==> src/rtl/sd_pkg.sv <==
// rtl/sd_pkg.sv - shared state encoding and saturating helpers for the level detector
package sd_pkg;

    typedef enum logic [1:0] {
        QUIET  = 2'd0,
        ARMING = 2'd1,
        ACTIVE = 2'd2
    } sd_state_e;

    localparam int unsigned WIDTH_DEF = 16;
    localparam int unsigned GAIN_DEF  = 6;
    localparam int unsigned ACC_W     = WIDTH_DEF + GAIN_DEF;

    // Generic saturating add: result clamps to 2^w-1 (w <= 64); callers size-cast the result.
    function automatic logic [63:0] sat_add(input logic [63:0] a, input logic [63:0] b,
                                            input int unsigned w);
        logic [64:0] sum;
        logic [64:0] max_val;
        sum     = {1'b0, a} + {1'b0, b};
        max_val = (65'd1 << w) - 65'd1;
        return (sum > max_val) ? max_val[63:0] : sum[63:0];
    endfunction

    function automatic logic [63:0] sat_inc(input logic [63:0] a, input int unsigned w);
        return sat_add(a, 64'd1, w);
    endfunction

endpackage

==> src/rtl/sd_level_chan.sv <==
// rtl/sd_level_chan.sv - one channel: run-length counter, leaky integrator, hysteresis FSM
module sd_level_chan
    import sd_pkg::*;
#(
    parameter int WIDTH       = 16,
    parameter int GAIN        = 6,
    parameter int RUN_WIDTH   = 8,
    parameter int RUN_SHIFT   = 8,
    parameter int HOLD_CYCLES = 4
) (
    input  logic             clk,
    input  logic             rst,
    input  logic             en,
    input  logic             in_bit,
    input  logic [WIDTH-1:0] thresh_hi,
    input  logic [WIDTH-1:0] thresh_lo,
    output logic [WIDTH-1:0] out,
    output logic             active,
    output logic             active_rise
);

    localparam int CH_ACC_W = WIDTH + GAIN;
    localparam int HOLD_W   = $clog2(HOLD_CYCLES + 1);

    logic [CH_ACC_W-1:0]  acc_q, acc_d;
    logic [RUN_WIDTH-1:0] run_q, run_d;
    logic                 prev_q, prev_d;
    sd_state_e            state_q, state_d;
    logic [HOLD_W-1:0]    hold_q, hold_d;
    logic                 rise_q, rise_d;
    logic [HOLD_W-1:0]    hold_inc;

    assign out         = acc_q[CH_ACC_W-1:GAIN];
    assign active      = (state_q == ACTIVE);
    assign active_rise = rise_q;
    assign hold_inc    = hold_q + 1'b1;

    always_comb begin
        acc_d   = acc_q;
        run_d   = run_q;
        prev_d  = prev_q;
        state_d = state_q;
        hold_d  = hold_q;
        rise_d  = 1'b0;
        if (en) begin
            prev_d = in_bit;
            run_d  = (in_bit != prev_q) ? RUN_WIDTH'(1)
                                        : RUN_WIDTH'(sat_inc(64'(run_q), RUN_WIDTH));
            // Leak never underflows (acc>>GAIN <= acc); only the add needs clamping.
            acc_d  = CH_ACC_W'(sat_add(64'(acc_q - (acc_q >> GAIN)),
                                       64'(run_q) << RUN_SHIFT, CH_ACC_W));
            case (state_q)
                QUIET: begin
                    if (out >= thresh_hi) begin
                        if (HOLD_CYCLES == 1) begin
                            state_d = ACTIVE;
                            hold_d  = '0;
                            rise_d  = 1'b1;
                        end else begin
                            state_d = ARMING;
                            hold_d  = HOLD_W'(1);
                        end
                    end
                end
                ARMING: begin
                    if (out < thresh_hi) begin
                        state_d = QUIET;
                        hold_d  = '0;
                    end else if (hold_inc == HOLD_W'(HOLD_CYCLES)) begin
                        state_d = ACTIVE;
                        hold_d  = '0;
                        rise_d  = 1'b1;
                    end else begin
                        hold_d = hold_inc;
                    end
                end
                ACTIVE: begin
                    if (out < thresh_lo) begin
                        state_d = QUIET;
                    end
                end
                default: begin
                    state_d = QUIET;
                    hold_d  = '0;
                end
            endcase
        end
    end

    always_ff @(posedge clk) begin
        if (rst) begin
            acc_q   <= '0;
            run_q   <= RUN_WIDTH'(1);
            prev_q  <= 1'b0;
            state_q <= QUIET;
            hold_q  <= '0;
            rise_q  <= 1'b0;
        end else begin
            acc_q   <= acc_d;
            run_q   <= run_d;
            prev_q  <= prev_d;
            state_q <= state_d;
            hold_q  <= hold_d;
            rise_q  <= rise_d;
        end
    end

endmodule

==> src/rtl/sd_level_detect.sv <==
// rtl/sd_level_detect.sv - multi-channel sigma-delta magnitude/activity detector top
module sd_level_detect
    import sd_pkg::*;
#(
    parameter int CHANNELS    = 2,
    parameter int WIDTH       = 16,
    parameter int GAIN        = 6,
    parameter int RUN_WIDTH   = 8,
    parameter int RUN_SHIFT   = 8,
    parameter int HOLD_CYCLES = 4
) (
    input  logic                      clk,
    input  logic                      rst,
    input  logic                      en,
    input  logic [CHANNELS-1:0]       in,
    input  logic [WIDTH-1:0]          thresh_hi,
    input  logic [WIDTH-1:0]          thresh_lo,
    output logic [CHANNELS*WIDTH-1:0] out,
    output logic                      out_valid,
    output logic [CHANNELS-1:0]       active,
    output logic [CHANNELS-1:0]       active_rise
);

    if (RUN_WIDTH + RUN_SHIFT > WIDTH + GAIN) begin : g_bad_run_sizing
        $error("sd_level_detect: RUN_WIDTH+RUN_SHIFT must not exceed WIDTH+GAIN");
    end

    logic out_valid_q, out_valid_d;

    always_comb begin
        out_valid_d = en;
    end

    always_ff @(posedge clk) begin
        if (rst) begin
            out_valid_q <= 1'b0;
        end else begin
            out_valid_q <= out_valid_d;
        end
    end

    assign out_valid = out_valid_q;

    for (genvar c = 0; c < CHANNELS; c++) begin : g_chan
        sd_level_chan #(
            .WIDTH      (WIDTH),
            .GAIN       (GAIN),
            .RUN_WIDTH  (RUN_WIDTH),
            .RUN_SHIFT  (RUN_SHIFT),
            .HOLD_CYCLES(HOLD_CYCLES)
        ) u_chan (
            .clk        (clk),
            .rst        (rst),
            .en         (en),
            .in_bit     (in[c]),
            .thresh_hi  (thresh_hi),
            .thresh_lo  (thresh_lo),
            .out        (out[c*WIDTH +: WIDTH]),
            .active     (active[c]),
            .active_rise(active_rise[c])
        );
    end

endmodule

==> config.mk <==
export PLATFORM = sky130hd
export DESIGN_NAME = sd_level_detect
export DESIGN_NICKNAME = d
export VERILOG_FILES = /design/src/rtl/sd_pkg.sv /design/src/rtl/sd_level_chan.sv /design/src/rtl/sd_level_detect.sv
export SDC_FILE = /design/constraint.sdc
export NUM_CORES = 1
export LEC_CHECK = 0
export BUFFER_PORTS_ARGS = -buffer_cell sky130_fd_sc_hd__buf_2
export CAP_MARGIN = 10
export CORE_MARGIN = 2
export CORE_UTILIZATION = 45
export CTS_BUF_LIST = sky130_fd_sc_hd__clkbuf_4 sky130_fd_sc_hd__clkbuf_8
export CTS_CLUSTER_SIZE = 25
export DETAILED_ROUTE_END_ITERATION = 10
export RECOVER_POWER = 50
export SYNTH_ARGS = -nofsm -noshare
export SYNTH_HDL_FRONTEND = slang
export SYNTH_HIERARCHICAL = 1
export SYNTH_SLANG_ARGS = --single-unit
export TNS_END_PERCENT = 20
==> constraint.sdc <==
create_clock -name clk -period 6.92 [get_ports clk]
set_input_delay 1.038 -clock clk [delete_from_list [all_inputs] [get_ports clk]]
set_output_delay 1.038 -clock clk [all_outputs]
set_load 0.01 [all_outputs]
==> results_dict.tcl, run 1 <==
set metrics [dict create \
    syn-cell-area_um2 8640 \
    maxSlewHeadroom_pct -96.6 \
    path_class_of_the_lowest_slack_min_delay_path "flop to flop" \
    vias 7863 \
    post_route_skew_ps 11.0 \
    die-width_um 143 \
    ir_drop_worst_case_vdd_v 0.000323 \
    synth_seq_area_share_pct 17.4 \
    rows 50 \
    syn2layout_area_growth_pct 5.85 \
    final-max-slew-violation-count 62 \
    worst-r2r-setup-slack_ps 630 \
    grt_remaining_overflow 0 \
    critPathKind "flop to flop" \
    worstHoldEndpoint "g_chan[1].u_chan/hold_q[1]" \
    violated_checks "max-capacitance violations, max-slew violations" \
    count_of_input_and_output_buffers 73 \
    result_of_the_run "complete, but fails checks" \
    clockBufferDepth 2 \
    fin_worst_hold_slack_ps 485 \
    routabilityCongestion 0.918 \
    dr.first_iter.drc_count 450 \
    setup_viol 0 \
    design.final.nets 1310 \
    hold_path.startpoint "g_chan[1].u_chan/hold_q[1]" \
    place_hpwl_um 18100 \
    starting_utilization_of_the_core_area_pct 46.0 \
    max_cap_violations 1 \
    totalNegativeSetupSlack_ps 0 \
    syn_inst 1096 \
    asyncSetResetFlopFracSynth_pct 0 \
    final_hold_viol_count 0 \
    worstRegToRegCells 26 \
    cts.clk_slew.worst_paths_ps 80 \
    worst-endpoint-required_ps 7180 \
    min_period_over_period_pct 90.8 \
    grt_max_degree 62 \
    design.core.area_um2 18800 \
    clk_sink_count 75 \
    post-layout-total-power_mw 3.50 \
    tritoncts "built" \
    endpoint_kind "flop" \
    worst_pin_slew_ps 2950 \
    cts.repair.resized 0 \
    die_area_um2 20300 \
    share_of_layout_cells_above_drive_strength_1_pct 10.4 \
    crit_path_max_fanout 21 \
    drt-wirelength-per-cell_um 16.8 \
    setup_repair_after_global_routing_missed_its_margin "no" \
    diodes 0 \
    synth_fp_nets 1277 \
    grt_pass1_vias 7586 \
    detail_route.first_pass.iterations 5 \
    grt_pass1_wl_um 37900 \
    cts_root_buffer "sky130_fd_sc_hd__clkbuf_8" \
    r2r_start "g_chan[0].u_chan/acc_q[8]" \
    worstPathArrival_ps 6540 \
    floorplan.die.height_um 143 \
    whs_path_depth 2 \
    r2r-end "g_chan[0].u_chan/acc_q[16]" \
    route.detailed.drc 0 \
    period_minus_slack_ps 6290 \
    insertion_delay_to_the_later_sink_of_the_worst_skew_pair_ps 370 \
    vias_per_cell 5.75 \
    post_cts_buffers 0 \
    grtUsageTotal_pct 23.2 \
    antenna_violations_before_repair 0 \
    synth-main-ff-cell "sky130_fd_sc_hd__dfxtp_1" \
    io_pins 74 \
    critical_path.startpoint_type "flop" \
    ys.warnings.count 6 \
    number_of_fillers_in_the_final_layout 1949 \
    synth_cell_type_count 78 \
    most-common-layout-cells "140 x sky130_fd_sc_hd__ha_1, 116 x sky130_fd_sc_hd__inv_1, 80 x sky130_fd_sc_hd__a21oi_1, 77 x sky130_fd_sc_hd__nor2_1, 75 x sky130_fd_sc_hd__dfxtp_1" \
    yosys_register_bits 75 \
    power_per_cell_area_nw_per_um2 383 \
    power_leakage_nw 4.30 \
    layout_commonest_cell "sky130_fd_sc_hd__ha_1" \
    htree_levels 3 \
    antenna_left 0 \
    synth_edf_count 0 \
    cts_hold_buffers 0 \
    fmax_mhz 159 \
    number_of_buffers_inserted_during_clock_tree_synthesis 9 \
    finalWirelength_um 22900 \
    syn-mean-instance-area_um2 7.89 \
]
-- report_power, final --
group	switching (mW)	leakage [nW]	total [mW]	internal, mW
Combinational	1.48	3.58	2.49	1.00
Clock	0.182	0.101	0.384	0.202
Sequential	0.118	0.620	0.630	0.511
Total	1.78	4.30	3.50	1.72
-- synthesized netlist by cell type (26+ instances only) --
library cell / count / area [um^2]
sky130_fd_sc_hd__ha_1: 140 / 1750
sky130_fd_sc_hd__inv_1: 116 / 435
sky130_fd_sc_hd__nand2_1: 53 / 199
sky130_fd_sc_hd__a21oi_1: 80 / 400
sky130_fd_sc_hd__dfxtp_1: 75 / 1500
sky130_fd_sc_hd__a21o_1: 41 / 308
sky130_fd_sc_hd__nor2_1: 77 / 289
sky130_fd_sc_hd__nand3_1: 41 / 205
sky130_fd_sc_hd__xnor2_1: 28 / 245
sky130_fd_sc_hd__o21ai_0: 50 / 250
sky130_fd_sc_hd__buf_4: 34 / 255
sky130_fd_sc_hd__xor2_1: 30 / 263
sky130_fd_sc_hd__nand2b_1: 26 / 163
-- flip-flops by register name (all words and copies together), names as in the netlist --
signal and flops:
g_chan.u_chan/acc_q 44, g_chan.u_chan/run_q 16, g_chan.u_chan/hold_q 6, g_chan.u_chan/state_q 4
g_chan.u_chan/active_rise 2, g_chan.u_chan/prev_q 2, out_valid 1
-- worst max path at each step --
stage / cells after the start / from / end
6_report: 26 / g_chan[0].u_chan/acc_q[8] / g_chan[0].u_chan/acc_q[16]
5_1_grt: 26 / g_chan[0].u_chan/acc_q[8] / g_chan[0].u_chan/acc_q[16]
4_1_cts: 26 / g_chan[0].u_chan/acc_q[8] / g_chan[0].u_chan/acc_q[16]
3_5_place_dp: 26 / g_chan[0].u_chan/acc_q[8] / g_chan[0].u_chan/acc_q[16]
3_3_place_gp: 26 / g_chan[0].u_chan/acc_q[8] / g_chan[0].u_chan/acc_q[16]
2_1_floorplan: 28 / g_chan[0].u_chan/acc_q[8] / g_chan[0].u_chan/acc_q[0]
-- worst max-delay path: stages (launching register included) --
cell and delay (ps):
sky130_fd_sc_hd__dfxtp_1 430, sky130_fd_sc_hd__inv_1 110, sky130_fd_sc_hd__ha_1 360, sky130_fd_sc_hd__nor2b_1 170
sky130_fd_sc_hd__o31ai_2 310, sky130_fd_sc_hd__a21oi_1 230, sky130_fd_sc_hd__a21o_1 220, sky130_fd_sc_hd__a21o_1 190
sky130_fd_sc_hd__a21oi_1 180, sky130_fd_sc_hd__o21ai_0 120, sky130_fd_sc_hd__a21oi_1 200, sky130_fd_sc_hd__xnor2_1 90
sky130_fd_sc_hd__ha_1 370, sky130_fd_sc_hd__nand3_1 90, sky130_fd_sc_hd__o21ai_0 360, sky130_fd_sc_hd__nand2_1 140
sky130_fd_sc_hd__and3b_1 260, sky130_fd_sc_hd__and2_1 280, sky130_fd_sc_hd__ha_1 280, sky130_fd_sc_hd__nor4_1 260
sky130_fd_sc_hd__nand4_1 120, sky130_fd_sc_hd__nor3_1 270, sky130_fd_sc_hd__nand4_1 120, sky130_fd_sc_hd__and4b_4 370
sky130_fd_sc_hd__or2_4 360, sky130_fd_sc_hd__o21ai_0 160, sky130_fd_sc_hd__o211a_1 130
-- cell type report --
type,count,area [um^2],area share [%]
timing repair buffer,87,400,4.38
clock buffer,9,124,1.35
sequential,75,1500,16.4
multi-input combinational,832,6270,68.6
clock inverter,7,92.6,1.01
inverter,124,465,5.09
tap,234,293,3.20
-- logic make-up after synthesis --
group,synth area share [%]
AOI/OAI and AO/OA,25.9
xor gates and xnor gates,6.07
adders and majority gates,21.2
buffers and inverters,10.1
DFF,17.4
muxes,0.232
and+or+nand+nor,19.2
-- stage by stage --
step,setup slack [ps],utilization [%],cell area (um^2),std cells
floorplan,1560,-,8640,1096
global placement,848,48.0,9000,1352
detailed placement,660,48.0,9000,1352
CTS,626,49.1,9220,1368
global route,47.7,48.7,9150,1368
finish,634,48.7,9150,1368
-- layer usage --
| layer | track usage [%] | vias to the layer above | part of all wire (%) | wire length [um] |
|---|---|---|---|---|
| met5 | 0 | - | 0 | 0 |
| met4 | 9.85 | 0 | 3.6 | 837 |
| met3 | 2.99 | 53 | 2.9 | 671 |
| met2 | 39.5 | 152 | 48 | 11100 |
| met1 | 29.3 | 3674 | 45 | 10400 |
| li1 | - | 3984 | - | - |
(Power assumes the default switching activity.)
==> run 2, diff against run 1 <==
CORE_UTILIZATION = 52   (was 45)
PLACE_DENSITY = 0.71   (was unset)
==> results_dict.tcl, run 2 (same netlist as run 1, synthesis figures left out) <==
set metrics [dict create \
    period_minus_slack_ps 6260 \
    max_ffs_per_register 44 \
    post_cts_buffers 0 \
    layout_commonest_cell "sky130_fd_sc_hd__ha_1" \
    power_per_cell_area_nw_per_um2 381 \
    post_route_skew_ps 8.34 \
    critPathKind "flop to flop" \
    setup_viol 0 \
    final_hold_viol_count 0 \
    finalWirelength_um 22600 \
    min_period_over_period_pct 90.5 \
    tritoncts "built" \
    cts.clk_slew.worst_paths_ps 90 \
    clockBufferDepth 2 \
    vias_per_cell 5.88 \
    worst-endpoint-required_ps 7180 \
    design.core.area_um2 16400 \
    design.final.nets 1305 \
    floorplan.die.height_um 133 \
    biggestRegsByFlops "g_chan.u_chan/acc_q x44, g_chan.u_chan/run_q x16, g_chan.u_chan/hold_q x6" \
    seqCellArea_um2 1500 \
    setup_ws_final_ps 660 \
    starting_utilization_of_the_core_area_pct 52.7 \
    result_of_the_run "complete, but fails checks" \
    non_filler_cells_in_the_finished_layout 1349 \
    htree_levels 3 \
    setup_repair_after_global_routing_missed_its_margin "no" \
    place_worst_setup_slack_ps 622 \
    fin_worst_hold_slack_ps 483 \
    final_design_area_no_fill_um2 9090 \
    die_area_um2 17700 \
    io_pins 74 \
    fmax_mhz 160 \
    critical_path.startpoint_type "flop" \
    detail_route.first_pass.iterations 8 \
    most-common-layout-cells "140 x sky130_fd_sc_hd__ha_1, 116 x sky130_fd_sc_hd__inv_1, 80 x sky130_fd_sc_hd__a21oi_1, 77 x sky130_fd_sc_hd__nor2_1, 75 x sky130_fd_sc_hd__dfxtp_1" \
    totalNegativeSetupSlack_ps 0 \
    clk_sink_count 75 \
    violated_checks "design-rule violations, max-capacitance violations, max-slew violations" \
    die-width_um 133 \
    grt_pass1_vias 7640 \
    cts_hold_buffers 0 \
    drt-wirelength-per-cell_um 16.8 \
    grtUsageTotal_pct 25.8 \
    antenna_left 0 \
    grt_pass1_wl_um 37300 \
    diodes 0 \
    grt_max_degree 62 \
    number_of_buffers_inserted_during_clock_tree_synthesis 9 \
    routabilityCongestion 0.925 \
    number_of_fillers_in_the_final_layout 1603 \
    dr.first_iter.drc_count 421 \
    count_of_input_and_output_buffers 73 \
    grt_remaining_overflow 0 \
    placed_instance_area_um2 8950 \
    vias 7937 \
    antenna_violations_before_repair 0 \
    cts_root_buffer "sky130_fd_sc_hd__clkbuf_8" \
    place_hpwl_um 17600 \
    route.detailed.drc 1 \
    dp_cells 1333 \
    multi_input_area_um2 6270 \
    worstPathArrival_ps 6520 \
    final-max-slew-violation-count 119 \
    insertion_delay_to_the_later_sink_of_the_worst_skew_pair_ps 370 \
    maxSlewHeadroom_pct -113 \
    rows 47 \
    registers.top_by_ff_count "g_chan.u_chan/acc_q" \
    syn2layout_area_growth_pct 5.21 \
    path_class_of_the_lowest_slack_min_delay_path "flop to flop" \
    max_cap_violations 2 \
    share_of_layout_cells_above_drive_strength_1_pct 9.83 \
    endpoint_kind "flop" \
    worst_pin_slew_ps 3200 \
    crit_path_max_fanout 21 \
    ir_drop_worst_case_vdd_v 0.000286 \
    power_leakage_nw 4.27 \
]
## run 2: where the power goes
part / switching (mW) / internal (mW)
registers: 0.129 / 0.512
clock network: 0.188 / 0.182
logic: 1.45 / 1.00
## run 2: per-layer routing
| layer | up-vias | track usage (%) | part of all wire (%) |
|---|---|---|---|
| met2 | 159 | 46.6 | 49 |
| met1 | 3775 | 31.7 | 45 |
| met3 | 38 | 2.64 | 3.1 |
| met4 | 0 | 9.50 | 2.9 |
| met5 | - | 0 | 0 |
| li1 | 3965 | - | - |
## run 2: timing repair
action / 4_1_cts / 5_1_grt
endpoints found under the hold margin: 0 / 0
endpoints found under the setup margin: 0 / 1
resized for setup: 0 / 1
## run 2: final timing paths
check | startpoint | endpoint | slack, ps | depth (start not counted)
hold reg to reg | g_chan[1].u_chan/hold_q[1] | g_chan[1].u_chan/hold_q[1] | 480 | 2
setup reg to reg | g_chan[0].u_chan/acc_q[8] | g_chan[0].u_chan/acc_q[16] | 660 | 26
setup / recovery | g_chan[0].u_chan/acc_q[8] | g_chan[0].u_chan/acc_q[16] | 660 | 26
hold / removal | g_chan[1].u_chan/hold_q[1] | g_chan[1].u_chan/hold_q[1] | 480 | 2
## run 2: final cells by class
cell class | count | area share [%]
flip-flops and latches | 75 | 16.5
clock buffers | 11 | 1.60
multi-input cells | 832 | 69.0
repair buffers | 82 | 4.10
inverters | 124 | 5.12
clock inverters | 5 | 0.674
well taps | 220 | 3.03
## run 2: worst max-delay path, stage by stage (launching register included)
cell	delay, ps
sky130_fd_sc_hd__dfxtp_1	440
sky130_fd_sc_hd__inv_1	110
sky130_fd_sc_hd__ha_1	350
sky130_fd_sc_hd__nor2b_1	170
sky130_fd_sc_hd__o31ai_2	340
sky130_fd_sc_hd__a21oi_1	230
sky130_fd_sc_hd__a21o_1	220
sky130_fd_sc_hd__a21o_1	190
sky130_fd_sc_hd__a21oi_1	200
sky130_fd_sc_hd__o21ai_0	130
sky130_fd_sc_hd__a21oi_1	210
sky130_fd_sc_hd__xnor2_1	80
sky130_fd_sc_hd__ha_1	360
sky130_fd_sc_hd__nand3_1	90
sky130_fd_sc_hd__o21ai_1	270
sky130_fd_sc_hd__nand2_1	140
sky130_fd_sc_hd__and3b_1	260
sky130_fd_sc_hd__and2_1	270
sky130_fd_sc_hd__ha_1	280
sky130_fd_sc_hd__nor4_1	260
sky130_fd_sc_hd__nand4_1	120
sky130_fd_sc_hd__nor3_1	280
sky130_fd_sc_hd__nand4_1	120
sky130_fd_sc_hd__and4b_4	370
sky130_fd_sc_hd__or2_4	350
sky130_fd_sc_hd__o21ai_0	170
sky130_fd_sc_hd__o211a_1	130
## run 2: metrics by stage
| stage | util (%) | total power [mW] |
|---|---|---|
| after floorplan | - | 2.61 |
| after global placement | 54.5 | 3.04 |
| after detailed placement | 54.5 | 3.08 |
| after CTS | 55.8 | 3.47 |
| after global routing | 55.4 | 3.79 |
| final | 55.4 | 3.47 |
==> run 3, diff against run 2 <==
==> constraint.sdc (replaced) <==
create_clock -name clk -period 6.92 [get_ports clk]
set_input_delay 0.692 -clock clk [delete_from_list [all_inputs] [get_ports clk]]
set_output_delay 0.692 -clock clk [all_outputs]
set_load 0.01 [all_outputs]
==> results_dict.tcl, run 3 (same netlist as run 1, synthesis figures left out) <==
set metrics [dict create \
    grt_remaining_overflow 0 \
    share_of_layout_cells_above_drive_strength_1_pct 9.76 \
    post_cts_buffers 0 \
    critPathKind "flop to flop" \
    max_cap_violations 1 \
    fmax_mhz 157 \
    cts.clk_slew.worst_paths_ps 90 \
    endpoint_kind "flop" \
    crit_path_max_fanout 21 \
    clockBufferDepth 2 \
    grt_max_degree 75 \
    max_ffs_per_register 44 \
    seqCellArea_um2 1500 \
    worst_pin_slew_ps 2970 \
    number_of_buffers_inserted_during_clock_tree_synthesis 9 \
    critical_path.startpoint_type "flop" \
    critical-path-max-stage-delay_ps 440 \
    antenna_left 0 \
    die-width_um 133 \
    drt-wirelength-per-cell_um 16.5 \
    detail_route.first_pass.iterations 6 \
    die_area_um2 17700 \
    path_class_of_the_lowest_slack_min_delay_path "flop to flop" \
    result_of_the_run "complete, but fails checks" \
    ir_drop_worst_case_vdd_v 0.000310 \
    routabilityCongestion 0.916 \
    final_hold_viol_count 0 \
    tritoncts "built" \
    worst-endpoint-required_ps 7190 \
    power_leakage_nw 4.27 \
    grt_pass1_wl_um 36000 \
    period_minus_slack_ps 6350 \
    post_route_skew_ps 12.9 \
    violated_checks "max-capacitance violations, max-slew violations" \
    floorplan.die.height_um 133 \
    multi_input_area_um2 6270 \
    syn2layout_area_growth_pct 5.10 \
    grt_pass1_vias 7380 \
    biggestRegsByFlops "g_chan.u_chan/acc_q x44, g_chan.u_chan/run_q x16, g_chan.u_chan/hold_q x6" \
    min_period_over_period_pct 91.8 \
    count_of_input_and_output_buffers 73 \
    power_per_cell_area_nw_per_um2 379 \
    htree_levels 3 \
    registers.top_by_ff_count "g_chan.u_chan/acc_q" \
    starting_utilization_of_the_core_area_pct 52.7 \
    final-max-slew-violation-count 60 \
    finalWirelength_um 22200 \
    design.final.nets 1303 \
    crit_slowest_cell "sky130_fd_sc_hd__dfxtp_1" \
    worstPathArrival_ps 6630 \
    grtUsageTotal_pct 25.1 \
    design.core.area_um2 16400 \
    cts.repair.resized 0 \
    layout_commonest_cell "sky130_fd_sc_hd__ha_1" \
    number_of_fillers_in_the_final_layout 1571 \
    critPathBufInv 1 \
    insertion_delay_to_the_later_sink_of_the_worst_skew_pair_ps 380 \
    route.detailed.drc 0 \
    most-common-layout-cells "140 x sky130_fd_sc_hd__ha_1, 116 x sky130_fd_sc_hd__inv_1, 80 x sky130_fd_sc_hd__a21oi_1, 77 x sky130_fd_sc_hd__nor2_1, 75 x sky130_fd_sc_hd__dfxtp_1" \
    maxSlewHeadroom_pct -98.3 \
    antenna_violations_before_repair 1 \
    vias 7784 \
    cpLargestDelayFamily "simple AND/OR/NAND/NOR gates" \
    io_pins 74 \
    clk_sink_count 75 \
    cts_hold_buffers 0 \
    setup_repair_after_global_routing_missed_its_margin "no" \
    totalNegativeSetupSlack_ps 0 \
    place_hpwl_um 17200 \
    setup_viol 0 \
    cts_root_buffer "sky130_fd_sc_hd__clkbuf_8" \
    post-layout-total-power_mw 3.44 \
    rows 47 \
    vias_per_cell 5.77 \
    dr.first_iter.drc_count 450 \
]
## run 3: worst paths after layout
kind                                   from                          to  slack [ps]  depth (start not counted)
setup / recovery  g_chan[0].u_chan/acc_q[8]  g_chan[0].u_chan/acc_q[16]         570                         26
hold / removal    g_chan[1].u_chan/acc_q[0]   g_chan[1].u_chan/acc_q[0]         490                          2
setup reg to reg  g_chan[0].u_chan/acc_q[8]  g_chan[0].u_chan/acc_q[16]         570                         26
hold reg to reg   g_chan[1].u_chan/acc_q[0]   g_chan[1].u_chan/acc_q[0]         490                          2
## run 3: layer usage
metal	track usage (%)	vias up	share of wire, %
met5	0	-	0
met4	9.20	0	2.3
met3	3.68	41	3.2
met2	44.2	152	49
met1	31.1	3617	45
li1	-	3974	-
## run 3: area by class of cell
class | instances | share of cell area (%)
Multi-Input combinational cell | 832 | 69.0
Timing Repair Buffer | 80 | 4.01
Clock buffer | 12 | 1.68
Clock inverter | 4 | 0.551
Antenna cell | 1 | 0.0276
Tap cell | 220 | 3.03
Sequential cell | 75 | 16.5
Inverter | 124 | 5.12
## run 3: through the flow
step	utilization, %	hold WS [ps]	area (um^2)	worst slack [ps]	std cells
finish	55.4	485	9080	565	1348
global route	55.4	505	9080	32.5	1348
CTS	55.7	488	9130	624	1347
detailed placement	54.4	477	8930	655	1331
global placement	54.4	469	8930	849	1331
floorplan	-	452	8640	1560	1096
## run 3: where the power goes
part / internal, mW / leakage, nW / switching [mW]
logic: 0.998 / 3.55 / 1.43
registers: 0.512 / 0.620 / 0.136
clock network: 0.184 / 0.0994 / 0.181
total: 1.69 / 4.27 / 1.75
## run 3: worst reg2reg max path: cells and delay by family, from the launching register on
family                     cells  cell delay, ps
adders and majority gates      3            1000
DFF                            1             440
buffers and inverters          1             100
AOI/OAI and AO/OA             10            2150
xor gates and xnor gates       1              80
and+or+nand+nor               11            2460
